**config.mk**
```make
export PLATFORM = sky130hd
export DESIGN_NAME = sram_access_sequencer_flat
export DESIGN_NICKNAME = d
export VERILOG_FILES = /design/src/rtl/sram_access_sequencer_if.sv /design/src/rtl/sram_access_sequencer.sv /design/src/flat_wrapper.sv
export SDC_FILE = /design/constraint.sdc
export NUM_CORES = 1
export LEC_CHECK = 0
export ABC_CLOCK_PERIOD_IN_PS = 2100
export BUFFER_PORTS_ARGS = -buffer_cell sky130_fd_sc_hd__buf_2
export CORE_ASPECT_RATIO = 1.1
export CORE_MARGIN = 4
export CORE_UTILIZATION = 45
export CTS_CLUSTER_DIAMETER = 150
export DETAILED_ROUTE_END_ITERATION = 10
export PLACE_DENSITY = 0.73
export SYNTH_ARGS = -nofsm -noshare
export SYNTH_HDL_FRONTEND = slang
export SYNTH_SLANG_ARGS = --single-unit
```
**constraint.sdc**
```tcl
create_clock -name clk -period 2.1 [get_ports clk]
set_input_delay 0.21 -clock clk [delete_from_list [all_inputs] [get_ports clk]]
set_output_delay 0.21 -clock clk [all_outputs]
set_load 0.02 [all_outputs]
```
**src/rtl/sram_access_sequencer_if.sv**
```systemverilog
// Command/response handshake bundle for sram_access_sequencer.
//   cmd_valid/cmd_ready/cmd_write/cmd_wdata : request channel (requester -> sequencer)
//   rsp_valid/rsp_ready/rsp_rdata/rsp_err   : response channel (sequencer -> requester)
// master modport is the requester side, slave modport is the sequencer side.
interface sram_access_sequencer_if;
  logic cmd_valid;
  logic cmd_ready;
  logic cmd_write;
  logic cmd_wdata;
  logic rsp_valid;
  logic rsp_ready;
  logic rsp_rdata;
  logic rsp_err;

  modport master (
    output cmd_valid, cmd_write, cmd_wdata, rsp_ready,
    input  cmd_ready, rsp_valid, rsp_rdata, rsp_err
  );

  modport slave (
    input  cmd_valid, cmd_write, cmd_wdata, rsp_ready,
    output cmd_ready, rsp_valid, rsp_rdata, rsp_err
  );
endinterface

```
**src/rtl/sram_access_sequencer.sv**
```systemverilog
// Front end for pmos_sram_system: turns a valid/ready read/write command into
// the precharge -> wordline -> active-low sense sequence, waits for op_done,
// and returns the sensed bit (or a timeout error) on a valid/ready response.
// Ports:
//   clk, reset_n        : clock, asynchronous active-low reset
//   bus (slave)         : command/response handshake bundle
//   pre_en, wl          : precharge and wordline strobes to the datapath
//   sense_en_pmos       : active-low sense enable to the datapath
//   write_en, data_in   : write control/data to the datapath
//   op_done, sa_data    : completion and sensed data from the datapath
//   busy                : sequencer not idle
//   stat_rd/wr/to       : 16-bit read/write/timeout counters
// Optional feature macro: SEQ_STATS_EN enables the statistics counters;
// without it the stat ports are tied to zero.
module sram_access_sequencer #(
  parameter int unsigned PRE_CYCLES = 3,
  parameter int unsigned WL_CYCLES  = 3,
  parameter int unsigned TIMEOUT    = 50
) (
  input  logic                    clk,
  input  logic                    reset_n,
  sram_access_sequencer_if.slave  bus,
  output logic                    pre_en,
  output logic                    wl,
  output logic                    sense_en_pmos,
  output logic                    write_en,
  output logic                    data_in,
  input  logic                    op_done,
  input  logic                    sa_data,
  output logic                    busy,
  output logic [15:0]             stat_rd,
  output logic [15:0]             stat_wr,
  output logic [15:0]             stat_to
);

  localparam int unsigned PRE_W = (PRE_CYCLES > 1) ? $clog2(PRE_CYCLES) : 1;
  localparam int unsigned WL_W  = (WL_CYCLES  > 1) ? $clog2(WL_CYCLES)  : 1;
  localparam int unsigned TO_W  = (TIMEOUT    > 1) ? $clog2(TIMEOUT)    : 1;

  typedef enum logic [2:0] {
    S_IDLE  = 3'd0,
    S_PRE   = 3'd1,
    S_WLDEV = 3'd2,
    S_SENSE = 3'd3,
    S_RESP  = 3'd4
  } state_t;

  state_t            r_state;
  logic [PRE_W-1:0]  r_pre_cnt;
  logic [WL_W-1:0]   r_wl_cnt;
  logic [TO_W-1:0]   r_to_cnt;
  logic              r_write;
  logic              r_cmd_ready;
  logic              r_rsp_valid;
  logic              r_rsp_rdata;
  logic              r_rsp_err;
  logic              r_pre_en;
  logic              r_wl;
  logic              r_sense_n;
  logic              r_write_en;
  logic              r_data_in;
  logic              r_busy;

  // SENSE exit events; op_done has priority over the timeout on the same edge.
  logic w_sense_done;
  logic w_timeout;
  assign w_sense_done = (r_state == S_SENSE) && op_done;
  assign w_timeout    = (r_state == S_SENSE) && !op_done &&
                        (r_to_cnt == TO_W'(TIMEOUT - 1));

  // Sequencer state and all registered control outputs.
  always_ff @(posedge clk or negedge reset_n) begin
    if (!reset_n) begin
      r_state     <= S_IDLE;
      r_pre_cnt   <= '0;
      r_wl_cnt    <= '0;
      r_to_cnt    <= '0;
      r_write     <= 1'b0;
      r_cmd_ready <= 1'b1;
      r_rsp_valid <= 1'b0;
      r_rsp_rdata <= 1'b0;
      r_rsp_err   <= 1'b0;
      r_pre_en    <= 1'b0;
      r_wl        <= 1'b0;
      r_sense_n   <= 1'b1;
      r_write_en  <= 1'b0;
      r_data_in   <= 1'b0;
      r_busy      <= 1'b0;
    end else begin
      case (r_state)
        S_IDLE: begin
          if (bus.cmd_valid) begin
            r_state     <= S_PRE;
            r_write     <= bus.cmd_write;
            r_pre_cnt   <= PRE_W'(PRE_CYCLES - 1);
            r_cmd_ready <= 1'b0;
            r_busy      <= 1'b1;
            r_pre_en    <= 1'b1;
            r_write_en  <= bus.cmd_write;
            r_data_in   <= bus.cmd_wdata;
          end
        end
        S_PRE: begin
          if (r_pre_cnt == '0) begin
            r_state  <= S_WLDEV;
            r_wl_cnt <= WL_W'(WL_CYCLES - 1);
            r_pre_en <= 1'b0;
            r_wl     <= 1'b1;
          end else begin
            r_pre_cnt <= r_pre_cnt - PRE_W'(1);
          end
        end
        S_WLDEV: begin
          if (r_wl_cnt == '0) begin
            r_state   <= S_SENSE;
            r_to_cnt  <= '0;
            r_sense_n <= 1'b0;
          end else begin
            r_wl_cnt <= r_wl_cnt - WL_W'(1);
          end
        end
        S_SENSE: begin
          if (w_sense_done || w_timeout) begin
            r_state     <= S_RESP;
            r_rsp_valid <= 1'b1;
            r_rsp_rdata <= w_sense_done && !r_write && sa_data;
            r_rsp_err   <= w_timeout;
            r_wl        <= 1'b0;
            r_sense_n   <= 1'b1;
            r_write_en  <= 1'b0;
          end else begin
            r_to_cnt <= r_to_cnt + TO_W'(1);
          end
        end
        S_RESP: begin
          if (bus.rsp_ready) begin
            r_state     <= S_IDLE;
            r_rsp_valid <= 1'b0;
            r_cmd_ready <= 1'b1;
            r_busy      <= 1'b0;
            r_data_in   <= 1'b0;
          end
        end
        default: r_state <= S_IDLE;
      endcase
    end
  end

  assign bus.cmd_ready = r_cmd_ready;
  assign bus.rsp_valid = r_rsp_valid;
  assign bus.rsp_rdata = r_rsp_rdata;
  assign bus.rsp_err   = r_rsp_err;
  assign pre_en        = r_pre_en;
  assign wl            = r_wl;
  assign sense_en_pmos = r_sense_n;
  assign write_en      = r_write_en;
  assign data_in       = r_data_in;
  assign busy          = r_busy;

`ifdef SEQ_STATS_EN
  logic [15:0] r_stat_rd;
  logic [15:0] r_stat_wr;
  logic [15:0] r_stat_to;

  // Saturating outcome counters, bumped on the RESP entry edge.
  always_ff @(posedge clk or negedge reset_n) begin
    if (!reset_n) begin
      r_stat_rd <= '0;
      r_stat_wr <= '0;
      r_stat_to <= '0;
    end else begin
      if (w_sense_done && !r_write && (r_stat_rd != 16'hFFFF))
        r_stat_rd <= r_stat_rd + 16'd1;
      if (w_sense_done && r_write && (r_stat_wr != 16'hFFFF))
        r_stat_wr <= r_stat_wr + 16'd1;
      if (w_timeout && (r_stat_to != 16'hFFFF))
        r_stat_to <= r_stat_to + 16'd1;
    end
  end

  assign stat_rd = r_stat_rd;
  assign stat_wr = r_stat_wr;
  assign stat_to = r_stat_to;
`else
  assign stat_rd = 16'h0;
  assign stat_wr = 16'h0;
  assign stat_to = 16'h0;
`endif

endmodule

```
**src/flat_wrapper.sv**
```systemverilog
// flat-port wrapper written by rule: the top's interface ports become plain ports
module sram_access_sequencer_flat 
#(
  parameter int unsigned PRE_CYCLES = 3,
  parameter int unsigned WL_CYCLES  = 3,
  parameter int unsigned TIMEOUT    = 50
)
  (clk, reset_n, pre_en, wl, sense_en_pmos, write_en, data_in, op_done, sa_data, busy, stat_rd, stat_wr, stat_to, bus_cmd_valid, bus_cmd_write, bus_cmd_wdata, bus_rsp_ready, bus_cmd_ready, bus_rsp_valid, bus_rsp_rdata, bus_rsp_err);
  sram_access_sequencer_if bus_i ();
  input  logic clk;
  input  logic reset_n;
  output logic pre_en;
  output logic wl;
  output logic sense_en_pmos;
  output logic write_en;
  output logic data_in;
  input  logic op_done;
  input  logic sa_data;
  output logic busy;
  output logic [15:0] stat_rd;
  output logic [15:0] stat_wr;
  output logic [15:0] stat_to;
  input wire logic [$bits(bus_i.cmd_valid)-1:0] bus_cmd_valid;
  input wire logic [$bits(bus_i.cmd_write)-1:0] bus_cmd_write;
  input wire logic [$bits(bus_i.cmd_wdata)-1:0] bus_cmd_wdata;
  input wire logic [$bits(bus_i.rsp_ready)-1:0] bus_rsp_ready;
  output wire logic [$bits(bus_i.cmd_ready)-1:0] bus_cmd_ready;
  output wire logic [$bits(bus_i.rsp_valid)-1:0] bus_rsp_valid;
  output wire logic [$bits(bus_i.rsp_rdata)-1:0] bus_rsp_rdata;
  output wire logic [$bits(bus_i.rsp_err)-1:0] bus_rsp_err;
  assign bus_i.cmd_valid = bus_cmd_valid;
  assign bus_i.cmd_write = bus_cmd_write;
  assign bus_i.cmd_wdata = bus_cmd_wdata;
  assign bus_i.rsp_ready = bus_rsp_ready;
  assign bus_cmd_ready = bus_i.cmd_ready;
  assign bus_rsp_valid = bus_i.rsp_valid;
  assign bus_rsp_rdata = bus_i.rsp_rdata;
  assign bus_rsp_err = bus_i.rsp_err;
  sram_access_sequencer #(.PRE_CYCLES(PRE_CYCLES), .WL_CYCLES(WL_CYCLES), .TIMEOUT(TIMEOUT)) u_core (.clk(clk), .reset_n(reset_n), .bus(bus_i), .pre_en(pre_en), .wl(wl), .sense_en_pmos(sense_en_pmos), .write_en(write_en), .data_in(data_in), .op_done(op_done), .sa_data(sa_data), .busy(busy), .stat_rd(stat_rd), .stat_wr(stat_wr), .stat_to(stat_to));
endmodule
```
==> results of run 1 <==
## metal layers
layer	GRT usage, %	wire [um]
met5	0	0
met4	4.93	36
met3	2.54	217
met2	17.8	1200
met1	16.6	1260
## final timing paths
kind                                                         end                              from  slack (ns)
worst max-delay path              u_core.r_to_cnt[5]$_DFFE_PN0P_    u_core.r_to_cnt[0]$_DFFE_PN0P_        0.40
worst min-delay path                  u_core.r_write$_DFFE_PN0P_                     bus_cmd_write         0.1
worst max register to register    u_core.r_to_cnt[5]$_DFFE_PN0P_    u_core.r_to_cnt[0]$_DFFE_PN0P_        0.40
worst min register to register  u_core.bus.rsp_valid$_DFFE_PN0P_  u_core.bus.rsp_valid$_DFFE_PN0P_        0.50
max in group asynchronous       u_core.sense_en_pmos$_DFFE_PN1P_                           reset_n        1.33
min in group asynchronous                  u_core.wl$_DFFE_PN0P_                           reset_n        0.39
## kinds of logic (layout without fill, tap and decap cells)
group                    Yosys count  count (layout)
AND/OR/NAND/NOR                   46              46
adder cells (fa/ha/maj)            4               4
other                              1              48
multiplexers                       5               5
AO/OA/AOI/OAI                     42              42
buffers and inverters             61              34
flip-flops                        24              24
## cells in the final DEF (no fill, tap or decap), types with 2 or more instances in the layout
cell type  synthesis  final
nand2b_1           4      4
a211oi_1           2      2
nor2_1             6      6
ha_1               4      4
clkbuf_4           0      3
o21ai_1            5      5
o21ai_0            8      8
nand3_1            4      4
a31oi_1            2      2
mux2i_1            5      5
o21a_1             3      3
nand4_1            3      3
buf_2              1     17
conb_1             1     48
nor2b_1            4      4
inv_1             10     10
a21oi_1           13     13
dfrtp_1           22     22
dfstp_2            2      2
nand2_1           19     19
## power by group through the flow
stage,logic [mW],registers (mW),clock network (mW)
final,0.991,0.847,0.338
after global routing,1.15,0.890,0.363
after CTS,1.00,0.849,0.352
after detailed placement,0.996,0.859,0
after global placement,0.981,0.849,0
after floorplan,0.768,0.904,0
## registers in the layout, indices dropped and copies added, names as in the netlist
name	count
u_core.r_write	1
u_core.bus.rsp_err	1
u_core.r_state	3
u_core.bus.rsp_rdata	1
u_core.data_in	1
u_core.wl	1
u_core.busy	1
u_core.write_en	1
u_core.r_to_cnt	6
u_core.bus.rsp_valid	1
u_core.r_wl_cnt	2
u_core.bus.cmd_ready	1
u_core.sense_en_pmos	1
u_core.pre_en	1
u_core.r_pre_cnt	2
## final cells by class
type / count / area, um^2 / area share [%]
clock inverter: 1 / 30.0 / 1.84
timing repair buffer: 19 / 103 / 6.29
tap: 48 / 60.1 / 3.68
inverter: 11 / 41.3 / 2.53
clock buffer: 3 / 22.5 / 1.38
sequential: 24 / 603 / 37.0
multi-input combinational: 145 / 771 / 47.3
## worst reg2reg max path: stages (launching register included)
cell and delay, ns:
dfrtp_1 0.44, ha_1 0.20, nor3b_2 0.17, a311o_1 0.42, a21oi_1 0.20, mux2i_1 0.20
## repair_timing
action | CTS | global route
hold buffers | 1 | 0
endpoints found under the setup margin | 0 | 0
hold endpoints to repair | 22 | 0
## per-stage QoR
step                      instances  utilization, %  hold slack, ns  setup slack [ns]  total power [mW]
after floorplan                 230               -         -0.0856             0.540              1.67
after global placement          246            46.3           0.233             0.477              1.83
after detailed placement        246            46.3           0.242             0.432              1.86
after CTS                       251            48.2          0.0810             0.407              2.20
after global routing            251            48.2           0.105             0.277              2.40
final                           251            48.2          0.0985             0.403              2.18
==> metrics, run 1 <==
P_int=1.24 mW; post-CTS setup buffer count=0; Layout Skew=0.00804 ns; most common library cells after synthesis=buf_4, dfrtp_1, nand2_1; Critical Path Start Type=flop; vias in the first global route=969; top_reg_cell synth=dfrtp_1; CP Capture Type=flop; Die Ht=70.7 um; clk root buf=clkbuf_4; final antenna diode count=0; Post-Synth XOR/XNOR Area=0%; initial DRC count=49; via count=1,128; layout overhead on the synthesized area=1.40%; cell count of the worst hold path=3; CP max stage delay=0.44 ns; max frequency=589 MHz; Leak=0.804 nW; Filler cells=358; biggest area consumer among synthesized cells=dfrtp_1; Total Wirelength=2710 um; Worst Reg-to-Reg Cells=5; Slew headroom=63.6%; Critical Path AT=1.95 ns; Placed Area=0.00157 mm^2; Buf/Inv on CP=0; layout cell share with drive strength beyond 1=13.8%; CTS tree=built; post-CTS resize count=0; die footprint=0.00459 mm^2; Worst-Skew Late Latency=0.32 ns; final hold vios=0; Final ANT Viol Nets=0; via-per-instance ratio=4.49; RSZ-0062 raised after global routing=no; mapped cell area=0.00161 mm^2; CTS sink cnt=24; TNS Setup=0 ns; Setup Crit Path Kind=reg2reg; area share of the largest cell type after synthesis=34.2%; fin crit period=1.70 ns; Clock Tree Buf Depth=2; EDFF count, synth=0; Logic pwr share=45.5%; worst path required time=2.35 ns; Synth cell types=37; routed length per placed instance=10.8 um; Clock power frac=15.5%; largest net degree at the start of global routing=25; mux contribution to synthesized area=3.11%; Total Routing Usage GR=11.9%; global-route wire length before repair=4400 um; remaining global-route overflow=0; worst slew pin tran=0.546 ns; switching portion of total power=43.1%; number of port buffers=17; worst min path class=in2reg; slowest CP cell=dfrtp_1; Post-DP HPWL=2060 um; Area contributors post-synth=dfrtp_1, buf_4, nand2_1; Post-route DRC=0; Post-Synth Adder-Cell Area=3.11%; final setup fails=0; maximum VDD drop=0.517 mV; Die Wd=65.0 um; sequential power share=38.9%; simple logic cell fraction of the synthesized area=14.5%; Synth async-reset ratio=100%; area of the core=0.00339 mm^2; Seq cells post-synth=24; gp weighted congestion=0.734; initial antenna violation count=0; H-Tree Depth=1; period utilization=80.8%; worst path cell trace=ha_1 -> nor3b_2 -> a311o_1 -> a21oi_1 -> mux2i_1; CTS clk-pin slew, worst paths=0.14 ns; max_cap viols=0; main combinational cell family by area after synthesis=buffers and inverters; CTS Buf Count=3; status=completed; Power Density=1330 mW/mm^2; first-pass iteration count of the detailed router=4; Synth Area in Compound Gates=16.0%; final instance area=0.00163 mm^2; YS warnings=0; Slew Limit Fails=0; Starting Density=47.5%; family with the most delay on the worst path=compound AO/OA/AOI/OAI gates; Synth Instances=183; Rows=22; Mapped Avg Cell Area=8.79 um^2; sequential-to-total area share from yosys stat=37.5%; Psw=0.938 mW; CP Max Fanout=5; # IOs=66; number of nets in the layout=216; most common cell in the synthesized netlist=buf_4; stages on the worst setup path=5
Power figures use the tool's default switching activity.
==> run 2: changes to the inputs <==
--- a/config.mk
+++ b/config.mk
@@ -5,11 +5,11 @@
 export SDC_FILE = /design/constraint.sdc
 export NUM_CORES = 1
 export LEC_CHECK = 0
-export ABC_CLOCK_PERIOD_IN_PS = 2100
+export ABC_CLOCK_PERIOD_IN_PS = 1500
 export BUFFER_PORTS_ARGS = -buffer_cell sky130_fd_sc_hd__buf_2
 export CORE_ASPECT_RATIO = 1.1
 export CORE_MARGIN = 4
-export CORE_UTILIZATION = 45
+export CORE_UTILIZATION = 43
 export CTS_CLUSTER_DIAMETER = 150
 export DETAILED_ROUTE_END_ITERATION = 10
 export PLACE_DENSITY = 0.73
==> constraint.sdc (replaced) <==
create_clock -name clk -period 1.5 [get_ports clk]
set_input_delay 0.15 -clock clk [delete_from_list [all_inputs] [get_ports clk]]
set_output_delay 0.15 -clock clk [all_outputs]
set_load 0.02 [all_outputs]
==> run 2 against run 1 <==
The run now ends with negative setup slack left. Wire length increased by 9.2%. Combinational power increased by 83%. Worst hold slack got worse by 0.0062 ns. Final area increased by 12%. Via count increased by 7.5%. Critical path type unchanged. Largest power group unchanged.
==> metrics, run 2 (synthesized netlist as in run 1, its figures left out) <==
final worst slack=-0.0750 ns; Starting Density=44.3%; Die Ht=72.1 um; CTS sink cnt=24; vias in the first global route=1,077; CTS clk-pin slew, worst paths=0.09 ns; CP Capture Type=flop; worst slew pin tran=0.532 ns; Buf/Inv on CP=0; routed length per placed instance=11.0 um; Layout Skew=0.00320 ns; worst path cell trace=ha_4 -> nor3b_4 -> a311o_2 -> a21oi_1 -> mux2i_1; placed cell count=260; failing checks=negative setup slack; family with the most delay on the worst path=compound AO/OA/AOI/OAI gates; worst r2r dst=u_core.r_to_cnt[3]$_DFFE_PN0P_; Post-route DRC=0; Slew Limit Fails=0; most frequent cells in the layout=conb_1, dfrtp_1, nand2_1; area of the core=0.00363 mm^2; largest net degree at the start of global routing=25; Power Density=1900 mW/mm^2; Non-Filler Instances=270; status=complete, but fails checks; CTS Buf Count=3; # IOs=66; CP Max Fanout=5; maximum VDD drop=0.625 mV; Critical Path AT=1.77 ns; largest registers=u_core.r_to_cnt x6, u_core.r_state x3; gp weighted congestion=0.922; layout cell share with drive strength beyond 1=24.5%; final antenna diode count=0; remaining global-route overflow=0; global-route wire length before repair=4680 um; Hold Slack=0.0924 ns; Total Routing Usage GR=12.3%; Final ANT Viol Nets=0; number of port buffers=17; max_cap viols=0; Placed Area=0.00167 mm^2; Worst-Skew Late Latency=0.27 ns; layout overhead on the synthesized area=13.2%; CTS tree=built; die footprint=0.00478 mm^2; period utilization=105%; Leak=0.893 nW; commonest non-fill, non-tap cell in the layout=conb_1; final instance area=0.00182 mm^2; max reg flops=6; RSZ-0062 raised after global routing=yes; Setup Crit Path Kind=reg2reg; Rows=23; via count=1,213; Post-DP HPWL=2230 um; pre-CTS setup slack=-0.0386 ns; final hold vios=0; Clock Tree Buf Depth=2; fin crit period=1.58 ns; CP max stage delay=0.42 ns; Total Wirelength=2960 um; R2R setup slack=-0.08 ns; initial DRC count=38; min-delay src=bus_cmd_write; max frequency=635 MHz; Worst Reg-to-Reg Cells=5; final core occ=50.2%; slowest CP cell=dfrtp_1; Slew headroom=64.6%; hold worst-path end=u_core.r_write$_DFFE_PN0P_; worst path required time=1.70 ns; clk root buf=clkbuf_8; number of nets in the layout=233; Critical Path Start Type=flop; H-Tree Depth=1; cell count of the worst hold path=3; Largest Register=u_core.r_to_cnt; worst min path class=in2reg; Critical R2R Launch=u_core.r_to_cnt[0]$_DFFE_PN0P_; first-pass iteration count of the detailed router=4; initial antenna violation count=0; final setup fails=5; via-per-instance ratio=4.49; Die Wd=66.3 um
==> run 2: cell types whose count changed in the layout (fill, tap and decap cells not counted), moves of 3 or more <==
cell      previous run  this run
clkbuf_8             0         4
a21oi_2              0         4
buf_4                1        18
clkbuf_4             3         0
a21oi_1             13         9
==> run 2: per-stage QoR <==
stage / total power [mW] / TNS (ns)
after CTS: 3.35 / -0.240
after floorplan: 2.35 / 0
final: 3.46 / -0.254
after global placement: 2.78 / -0.00519
after global routing: 3.75 / -0.713
after detailed placement: 2.81 / -0.129
==> run 2: power by group <==
group	total (mW)	switching, mW	internal (mW)	leakage [nW]
sequential	1.20	0.257	0.939	0.284
combinational	1.81	1.01	0.804	0.581
clock	0.449	0.214	0.235	0.0288
==> run 2: worst register-to-register path, delay by kind of cell (launching register included) <==
| kind | cells | cell delay (ns) |
|---|---|---|
| AOI/OAI and AO/OA | 2 | 0.57 |
| adders and majority gates | 1 | 0.17 |
| DFF | 1 | 0.42 |
| muxes | 1 | 0.20 |
| and+or+nand+nor | 1 | 0.16 |
==> run 2: metal layers <==
| metal | GRT usage (%) | wire length, um |
|---|---|---|
| met1 | 16.1 | 1280 |
| met2 | 20.2 | 1410 |
| met3 | 1.24 | 206 |
| met5 | 0 | 0 |
| met4 | 6.09 | 62 |
==> run 2: layout make-up <==
| cell class | instances | area [um^2] |
|---|---|---|
| clock buffer | 4 | 55.1 |
| fill | 351 | 1810 |
| inverter | 11 | 41.3 |
| multi-input combinational | 145 | 828 |
| sequential | 24 | 603 |
| tap | 50 | 62.6 |
| timing repair buffer | 36 | 230 |
==> run 2: how the worst max path moves through the flow <==
stage,from,to,slack (ns),cells after the start
floorplan,u_core.r_to_cnt[0]$_DFFE_PN0P_,u_core.r_to_cnt[3]$_DFFE_PN0P_,0.002,5
global placement,u_core.r_to_cnt[0]$_DFFE_PN0P_,u_core.r_to_cnt[5]$_DFFE_PN0P_,-0.005,5
detailed placement,u_core.r_to_cnt[1]$_DFFE_PN0P_,u_core.r_to_cnt[5]$_DFFE_PN0P_,-0.04,6
CTS,u_core.r_to_cnt[1]$_DFFE_PN0P_,u_core.r_to_cnt[1]$_DFFE_PN0P_,-0.05,6
global route,u_core.r_to_cnt[1]$_DFFE_PN0P_,u_core.r_to_cnt[2]$_DFFE_PN0P_,-0.15,6
finish,u_core.r_to_cnt[0]$_DFFE_PN0P_,u_core.r_to_cnt[3]$_DFFE_PN0P_,-0.08,5
==> run 2: repair_timing <==
item / 4_1_cts / 5_1_grt
gates resized for setup: 5 / 6
setup endpoints to repair: 8 / 15
setup buffers: 2 / 3
hold endpoints to repair: 22 / 0
pin swaps: 1 / 4
hold buffers: 1 / 0
==> run 3: changes to the inputs <==
--- a/config.mk
+++ b/config.mk
@@ -10,6 +10,7 @@
 export CORE_ASPECT_RATIO = 1.1
 export CORE_MARGIN = 4
 export CORE_UTILIZATION = 43
+export CTS_BUF_LIST = sky130_fd_sc_hd__clkbuf_4 sky130_fd_sc_hd__clkbuf_8 sky130_fd_sc_hd__clkbuf_16
 export CTS_CLUSTER_DIAMETER = 150
 export DETAILED_ROUTE_END_ITERATION = 10
 export PLACE_DENSITY = 0.73
==> constraint.sdc (replaced) <==
create_clock -name clk -period 1.5 [get_ports clk]
set_input_delay 0.3 -clock clk [delete_from_list [all_inputs] [get_ports clk]]
set_output_delay 0.3 -clock clk [all_outputs]
set_load 0.02 [all_outputs]
==> run 3 against run 2 <==
The run ends with negative hold slack, negative setup slack left. Wire length about the same. Worst setup slack got worse by 0.0012 ns. First-iteration DRC count decreased by 13%. Sequential share of layout area rose by 0.18 points. Critical endpoint unchanged. Largest cell class unchanged.
==> metrics, run 3 (synthesized netlist as in run 1, its figures left out) <==
status=complete, but fails checks; failing checks=negative hold slack, negative setup slack; Final ANT Viol Nets=0; first-pass iteration count of the detailed router=4; Largest Register=u_core.r_to_cnt; die footprint=0.00478 mm^2; # IOs=66; stages on the worst setup path=5; final antenna diode count=0; initial DRC count=33; maximum VDD drop=0.625 mV; global-route wire length before repair=4680 um; period utilization=105%; H-Tree Depth=1; Total Routing Usage GR=12.3%; max reg flops=6; CP endpoint=u_core.r_to_cnt[3]$_DFFE_PN0P_; worst path required time=1.70 ns; Clock Tree Buf Depth=2; gp weighted congestion=0.922; RSZ-0062 raised after global routing=yes; Critical Path Start Type=flop; final instance area=0.00181 mm^2; Die Wd=66.3 um; Placed Area=0.00167 mm^2; max_cap viols=0; CTS clk-pin slew, worst paths=0.09 ns; Filler cells=351; P_int=1.98 mW; worst min path class=in2async; CP max stage delay=0.42 ns; Leak=0.889 nW; cts hold-fix bufs=0; Worst Reg-to-Reg Cells=5; Logic pwr share=52.4%; CP Launch Point=u_core.r_to_cnt[0]$_DFFE_PN0P_; Psw=1.48 mW; Slew headroom=64.7%; Buf/Inv on CP=0; via-per-instance ratio=4.51; Total Wirelength=2960 um; remaining global-route overflow=0; area occupied by multi-input gates=828 um^2; layout overhead on the synthesized area=12.6%; Register Area=603 um^2; final hold vios=10; worst slew pin tran=0.530 ns; Critical R2R Launch=u_core.r_to_cnt[0]$_DFFE_PN0P_; layout cell share with drive strength beyond 1=24.7%; family with the most delay on the worst path=compound AO/OA/AOI/OAI gates; Hold Slack=-0.00341 ns; largest net degree at the start of global routing=25; sequential power share=34.6%; Starting Density=44.3%; fin crit period=1.58 ns; switching portion of total power=42.8%; Post-route DRC=0; worst r2r dst=u_core.r_to_cnt[3]$_DFFE_PN0P_; TNS Setup=-0.261 ns; Setup Crit Path Kind=reg2reg; clk root buf=clkbuf_8; via count=1,214; CP Capture Type=flop; Layout Skew=0.00312 ns; number of port buffers=17; initial antenna violation count=0; Critical Path AT=1.77 ns; CP Max Fanout=5; vias in the first global route=1,077; largest registers=u_core.r_to_cnt x6, u_core.r_state x3; CTS sink cnt=24; number of nets in the layout=232; Power Density=1910 mW/mm^2; worst path cell trace=ha_4 -> nor3b_4 -> a311o_2 -> a21oi_1 -> mux2i_1; routed length per placed instance=11.0 um; max frequency=634 MHz; CTS tree=built; commonest non-fill, non-tap cell in the layout=conb_1; final worst slack=-0.0762 ns; R2R setup slack=-0.08 ns; Worst-Skew Late Latency=0.27 ns; CTS Buf Count=3; slowest CP cell=dfrtp_1; final setup fails=5; Post-DP HPWL=2230 um; Slew Limit Fails=0; Die Ht=72.1 um; area of the core=0.00363 mm^2; Clock power frac=13.0%; most frequent cells in the layout=conb_1, dfrtp_1, nand2_1; Rows=23
==> run 3: cell count changes in the layout (fill, tap and decap cells not counted), sizes merged <==
cell         change
dlygate4sd3      -1
==> run 3: final cells by class <==
class / instances / share of cell area (%)
multi-input cells: 145 / 45.7
clock buffers: 4 / 3.04
flip-flops and latches: 24 / 33.3
well taps: 50 / 3.46
repair buffers: 35 / 12.2
inverters: 11 / 2.28
==> run 3: per-stage QoR <==
step,instances,utilization (%),worst slack (ns),hold slack [ns],power [mW]
after floorplan,230,-,0.00183,0.00441,2.35
after global placement,260,46.0,-0.00451,0.313,2.78
after detailed placement,260,46.0,-0.0386,0.314,2.81
after CTS,266,48.6,-0.0540,0.0230,3.35
after global routing,269,49.9,-0.147,0.0399,3.75
final,269,49.9,-0.0762,-0.00341,3.46
==> run 3: worst min path at each step <==
stage / startpoint / endpoint / slack (ns) / depth (start not counted)
finish: reset_n / u_core.r_to_cnt[0]$_DFFE_PN0P_ / -0.003 / 1
global route: reset_n / u_core.write_en$_DFFE_PN0P_ / 0.04 / 1
CTS: reset_n / u_core.r_wl_cnt[0]$_DFFE_PN0P_ / 0.02 / 1
detailed placement: reset_n / u_core.bus.rsp_err$_DFFE_PN0P_ / 0.31 / 1
global placement: reset_n / u_core.r_to_cnt[1]$_DFFE_PN0P_ / 0.31 / 1
floorplan: reset_n / u_core.bus.rsp_err$_DFFE_PN0P_ / 0.004 / 0
==> run 3: power groups by stage <==
stage          clock [mW]  combinational (mW)  sequential (mW)
2_1_floorplan           0                1.08             1.27
3_3_place_gp            0                1.61             1.17
3_5_place_dp            0                1.63             1.18
4_1_cts             0.451                1.73             1.18
5_1_grt             0.483                2.03             1.23
6_report            0.449                1.81             1.20
==> run 3: metal layers <==
metal,global-route usage [%],part of all wire [%],up-vias
met2,20.2,48,43
met1,16.1,43,570
met5,0,0,-
met4,6.09,2.1,0
li1,-,-,596
met3,1.24,7.0,5
==> run 3: timing repair <==
| action | in CTS | in global routing |
|---|---|---|
| gates cloned | 0 | 0 |
| pin swaps | 1 | 4 |
| buffers inserted | 2 | 3 |
| endpoints found under the setup margin | 8 | 15 |
| endpoints found under the hold margin | 0 | 0 |
| gates resized for setup | 5 | 6 |
